### src/rtl/seg7_pkg.sv
`default_nettype none
// ============================================================================
// Module   : seg7_pkg
// Purpose  : Shared types and constants for the seven-segment scan driver.
// Revision : 1.0 - initial release
// ============================================================================
package seg7_pkg;

    typedef enum logic [0:0] {
        BLANK = 1'b0,
        DRIVE = 1'b1
    } scan_state_t;

    localparam logic [6:0] SEG_OFF = 7'h7F;

    // Active-low {CG,CF,CE,CD,CC,CB,CA}, indexed by hex value
    localparam logic [6:0] SEG_TABLE [16] = '{
        7'b1000000, 7'b1111001, 7'b0100100, 7'b0110000,
        7'b0011001, 7'b0010010, 7'b0000010, 7'b1111000,
        7'b0000000, 7'b0010000, 7'b0001000, 7'b0000011,
        7'b1000110, 7'b0100001, 7'b0000110, 7'b0001110
    };

endpackage
`default_nettype wire

### src/rtl/seg7_hex_decode.sv
`default_nettype none
// ============================================================================
// Module   : seg7_hex_decode
// Purpose  : Combinational hex nibble to active-low segment pattern lookup.
// Revision : 1.0 - initial release
// ============================================================================
module seg7_hex_decode
    import seg7_pkg::*;
(
    input  logic [3:0] i_nibble,
    output logic [6:0] o_seg
);

    assign o_seg = SEG_TABLE[i_nibble];

endmodule
`default_nettype wire

### src/rtl/seg7_scan_driver.sv
`default_nettype none
// ============================================================================
// Module   : seg7_scan_driver
// Purpose  : Double-buffered, frame-synchronous multiplexed 7-segment scanner.
//            Optional macro LEADING_ZERO_BLANK_EN suppresses leading zeros.
// Revision : 1.0 - initial release
// ============================================================================
module seg7_scan_driver
    import seg7_pkg::*;
#(
    parameter int NUM_DIGITS = 8,
    parameter int SCAN_DIV   = 100000,
    parameter int BLANK_CYC  = 4
) (
    input  logic                    clk,
    input  logic                    rst_n,
    input  logic                    load_valid,
    output logic                    load_ready,
    input  logic [4*NUM_DIGITS-1:0] load_data,
    input  logic [NUM_DIGITS-1:0]   load_dp,
    input  logic [NUM_DIGITS-1:0]   load_en,
    output logic [NUM_DIGITS-1:0]   an,
    output logic [6:0]              seg,
    output logic                    dp,
    output logic                    frame_done
);

    localparam int IDX_W = (NUM_DIGITS > 1) ? $clog2(NUM_DIGITS) : 1;
    localparam int CNT_W = $clog2(SCAN_DIV);
    localparam logic [CNT_W-1:0] C_CNT_LAST   = CNT_W'(SCAN_DIV - 1);
    localparam logic [CNT_W-1:0] C_BLANK_LAST = CNT_W'(BLANK_CYC - 1);
    localparam logic [IDX_W-1:0] C_IDX_LAST   = IDX_W'(NUM_DIGITS - 1);

    scan_state_t            r_state;
    scan_state_t            w_state_nxt;
    logic [CNT_W-1:0]       r_cnt;
    logic [IDX_W-1:0]       r_idx;

    logic [4*NUM_DIGITS-1:0] r_act_data, r_pend_data;
    logic [NUM_DIGITS-1:0]   r_act_dp, r_pend_dp;
    logic [NUM_DIGITS-1:0]   r_act_en, r_pend_en;
    logic                    r_pending;
    logic                    r_ready;

    logic [NUM_DIGITS-1:0]   r_an, w_an_nxt;
    logic [6:0]              r_seg, w_seg_nxt;
    logic                    r_dp, w_dp_nxt;
    logic                    r_frame_done;

    logic                    w_slot_end, w_frame_end, w_accept;
    logic [3:0]              w_nib;
    logic [6:0]              w_hex_seg;
    logic [NUM_DIGITS-1:0]   w_lz_keep, w_show;

    assign w_slot_end  = (r_cnt == C_CNT_LAST);
    assign w_frame_end = w_slot_end && (r_idx == C_IDX_LAST);
    assign w_accept    = load_valid && r_ready;

    always_ff @(posedge clk or negedge rst_n) begin
        if (!rst_n) r_state <= BLANK;
        else        r_state <= w_state_nxt;
    end

    always_comb begin
        w_state_nxt = r_state;
        case (r_state)
            BLANK:   if (r_cnt == C_BLANK_LAST) w_state_nxt = DRIVE;
            DRIVE:   if (w_slot_end)            w_state_nxt = BLANK;
            default: w_state_nxt = BLANK;
        endcase
    end

    always_ff @(posedge clk or negedge rst_n) begin
        if (!rst_n) begin
            r_cnt <= '0;
            r_idx <= '0;
        end else if (w_slot_end) begin
            r_cnt <= '0;
            r_idx <= (r_idx == C_IDX_LAST) ? '0 : r_idx + 1'b1;
        end else begin
            r_cnt <= r_cnt + 1'b1;
        end
    end

    // Accept and commit are mutually exclusive: ready is low while pending.
    always_ff @(posedge clk or negedge rst_n) begin
        if (!rst_n) begin
            r_act_data  <= '0;
            r_act_dp    <= '0;
            r_act_en    <= '0;
            r_pend_data <= '0;
            r_pend_dp   <= '0;
            r_pend_en   <= '0;
            r_pending   <= 1'b0;
            r_ready     <= 1'b1;
        end else begin
            if (w_accept) begin
                r_pend_data <= load_data;
                r_pend_dp   <= load_dp;
                r_pend_en   <= load_en;
                r_pending   <= 1'b1;
                r_ready     <= 1'b0;
            end else begin
                r_ready     <= !r_pending;
            end
            if (w_frame_end && r_pending) begin
                r_act_data  <= r_pend_data;
                r_act_dp    <= r_pend_dp;
                r_act_en    <= r_pend_en;
                r_pending   <= 1'b0;
            end
        end
    end

`ifdef LEADING_ZERO_BLANK_EN
    logic w_zero_run;
    always_comb begin
        w_lz_keep  = '1;
        w_zero_run = 1'b1;
        for (int i = NUM_DIGITS - 1; i >= 1; i--) begin
            if (w_zero_run && (r_act_data[4*i +: 4] == 4'h0) && !r_act_dp[i])
                w_lz_keep[i] = 1'b0;
            else
                w_zero_run = 1'b0;
        end
    end
`else
    assign w_lz_keep = '1;
`endif

    assign w_show = r_act_en & w_lz_keep;
    assign w_nib  = r_act_data[4*r_idx +: 4];

    seg7_hex_decode u_hex_decode (
        .i_nibble (w_nib),
        .o_seg    (w_hex_seg)
    );

    always_comb begin
        w_an_nxt  = '1;
        w_seg_nxt = SEG_OFF;
        w_dp_nxt  = 1'b1;
        if (r_state == DRIVE && w_show[r_idx]) begin
            w_an_nxt[r_idx] = 1'b0;
            w_seg_nxt       = w_hex_seg;
            w_dp_nxt        = !r_act_dp[r_idx];
        end
    end

    always_ff @(posedge clk or negedge rst_n) begin
        if (!rst_n) begin
            r_an         <= '1;
            r_seg        <= SEG_OFF;
            r_dp         <= 1'b1;
            r_frame_done <= 1'b0;
        end else begin
            r_an         <= w_an_nxt;
            r_seg        <= w_seg_nxt;
            r_dp         <= w_dp_nxt;
            r_frame_done <= w_frame_end;
        end
    end

    assign an         = r_an;
    assign seg        = r_seg;
    assign dp         = r_dp;
    assign frame_done = r_frame_done;
    assign load_ready = r_ready;

endmodule
`default_nettype wire

### config.mk
export PLATFORM = sky130hd
export DESIGN_NAME = seg7_scan_driver
export DESIGN_NICKNAME = d
export VERILOG_FILES = /design/src/rtl/seg7_pkg.sv /design/src/rtl/seg7_hex_decode.sv /design/src/rtl/seg7_scan_driver.sv
export SDC_FILE = /design/constraint.sdc
export NUM_CORES = 1
export LEC_CHECK = 0
export ABC_AREA = 1
export CORE_MARGIN = 5
export CORE_UTILIZATION = 30
export CTS_CLUSTER_SIZE = 24
export DETAILED_ROUTE_END_ITERATION = 7
export PLACE_DENSITY = 0.48
export SLEW_MARGIN = 20
export SYNTH_ARGS = -nofsm -noshare
export SYNTH_HDL_FRONTEND = slang
export SYNTH_HIERARCHICAL = 1
export SYNTH_SLANG_ARGS = --single-unit
### constraint.sdc
create_clock -name clk -period 2.6 [get_ports clk]
set_input_delay 0.52 -clock clk [delete_from_list [all_inputs] [get_ports clk]]
set_output_delay 0.52 -clock clk [all_outputs]
set_load 0.05 [all_outputs]
==> results.md <==
* Outcome: finished clean
* Setup WS post-layout at between 0.3 and 0.4 ns
* Synthesized flop and latch total at 136
* Mapped Nets at roughly 740
* CP cell instances: clkdlybuf4s50_1
* Unrepaired setup endpoints after global routing: false
* Leakage at 3.68 nW
* Max Cap Viol at 0
* Most common cell in the netlist: nand2_1
* Number of synthesized flops with an enable pin at 0
* Fmax achieved at around 0.44 GHz
* CTS root buf: clkbuf_16
* P&R area growth vs syn at 25.6%
* Mapped Area at around 6300 sq um
* # setup viols final at 0
* Slowest library cell on the worst path: clkdlybuf4s50_1
* Setup repair bufs after CTS at 0
* First-pass GRT wire length at 24900 um
* Crit path max-delay family: buffers and inverters
* Grt ovf at 0
* DIE AREA at around 24000 sq um
* Post-DRT Antenna Nets at 0
* Largest net degree at the start of global routing at 54
* Vias in the first global route at 4941
* Layout cells sized above 1 at 0.171
* Crit share post-route at 0.883
* Max rail drop VDD at 0.307 mV
* Worst-path clk slew at 0.06 ns
* Area contributors post-synth: dfrtp_1 (48%), nand2_1 (13%), mux2_2 (8.6%)
* Post_cts resized at 0
* Placeable Area at 20400 sq um
* Slew HR at 0.566
* H-tree level count at 4
* Synth area leader: dfrtp_1
* Final setup TNS at 0 ns
* CTS tree: built
* Die H at about 150 um
* Final HPWL DP at 10600 um
* Yosys cell types at 31
* Initial core utilization at 0.308
* CTS sink cnt at 136
* Hold_ws at ~0.04 ns
* Data required, critical path at 2.08 ns
* All-Layer GR Usage at 0.130
* Main synth FF type: dfrtp_1
* Sequential cell area at 3420 sq um
* Crit-path max FO at 3
* Placed cells at slightly below 1000
* 1st-iter DRT viols at 198
* Final Slew Violations at 0
* Vias/cell at 4.60
* Die W at between 150 and 200 um
* Final RePlAce weighted congestion at 0.811
* Worst Skew at 0.0109 ns
* Layout filler cell count at about 2000
* Initial antenna violation count at 0
* Post-synth ARST share at 1.00
* Hold buffer count at CTS at 0
* Layout Nets at 801
* R2r setup slk at 0.31 ns
* Crit path largest cell delay at around 0.80 ns
* Power density cells at just under 700 nW/um^2
* Register area share after synthesis at 0.547
* Setup crit start kind: flop
* Cells after Synth at 675
* DRC violation count after routing at 0
* Final core occ at 0.386
* Layout Cells excl Fill at 1023
* DR pass1 iterations at 4
* Synth Area per Inst at 9.28 sq um
* Clock latency on the worst-skew pair at 0.43 ns
* Input/output buffers at slightly below 70
* TritonCTS buffer count at 17
* CP arrival at 1.78 ns
* Setup CP Type: reg2out
* Worst Tran Pin Value at 0.651 ns
* Buf/Inv on CP at 1
* Synth cell count leaders: nand2_1 (219), dfrtp_1 (119), nand4_1 (53), mux2_2 (48), inv_1 (43)
* Post-route minimum period at around 2.3 ns
* Worst min path class: in2async
* Area occupied by multi-input gates at 2470 sq um
* Synth warnings at 6
* Worst-case clock buffer depth at 2
* # diodes at 0
* Area share of the largest cell type after synthesis at 0.475
* Routed WL at 14500 um
* Top-level I/O count at a little under 70
* CP Capture Type: output pin
* Dpl ws at between 0.3 and 0.4 ns
* Rows at 52
* Via count at between 4000 and 5000
* Routed WL per cell at 14.2 um
* Endpoints failing hold at 0
==> state kept, by name, summed over array words and instances (netlist names) <==
signal       count
r_pend_en        8
load_ready       1
r_pend_data     32
r_pending        1
frame_done       1
r_act_dp         8
dp               1
r_act_en         8
an               8
r_pend_dp        8
r_idx            3
r_state          1
r_cnt           17
r_act_data      32
seg              7
==> worst paths after layout <==
check	depth (start not counted)	from	to
min in group clk	1	r_cnt[0]	r_cnt[0]
worst max register to register	13	r_idx[1]	seg[3]
worst min register to register	1	r_cnt[0]	r_cnt[0]
worst max-delay path	1	load_ready	load_ready
worst min-delay path	1	rst_n	r_cnt[8]
max in group asynchronous	2	rst_n	r_pend_en[3]
==> per-layer routing <==
layer  GRT usage  share of wire  vias up
li1            -              -     2361
met1       0.165           0.46     2258
met2       0.214           0.49       74
met3      0.0341          0.040       14
met4      0.0454          0.010        0
met5           0              0        -
==> cell usage in the layout, fill, tap and decap left out, drive strengths merged, types with 3 or more instances in the layout <==
cell           instances
buf                   17
clkbuf                18
nor3                   8
xor2                   3
clkdlybuf4s50         67
nand4                 53
nand2                220
dfstp                 17
o21ai                 18
nand3b                11
mux2                  48
clkinv                 6
nand3                 32
dfrtp                119
a21oi                 10
a22oi                  3
ha                    10
inv                   55
nor2                  28
==> stage by stage <==
step	area, sq um	total power [mW]
after global routing	7870	5.54
after detailed placement	7260	2.92
after floorplan	6260	2.71
final	7870	5.30
after global placement	7260	2.90
after CTS	7870	5.40
==> cell families (layout without fill, tap and decap cells) <==
logic type / Yosys count / after routing / share of synthesized area
AND/OR/NAND/NOR: 355 / 355 / 0.254
flip-flops: 136 / 136 / 0.547
buffers and inverters: 89 / 167 / 0.0599
multiplexers: 48 / 48 / 0.0863
AO/OA/AOI/OAI: 34 / 34 / 0.0292
adder cells (fa/ha/maj): 10 / 10 / 0.0200
XOR/XNOR: 3 / 3 / 0.00420
==> layout make-up <==
cell class | count | area share
sequential | 136 | 0.435
multi-input combinational | 450 | 0.314
timing repair buffer | 84 | 0.107
clock buffer | 18 | 0.0558
tap | 270 | 0.0429
inverter | 51 | 0.0243
clock inverter | 14 | 0.0210
==> power by group <==
part | leakage, nW | internal, mW | switching [mW]
sequential | 1.71 | 2.35 | 0.128
combinational | 1.68 | 0.247 | 0.140
clock | 0.290 | 1.46 | 0.971
total | 3.68 | 4.06 | 1.24
(Power assumes the default switching activity.)
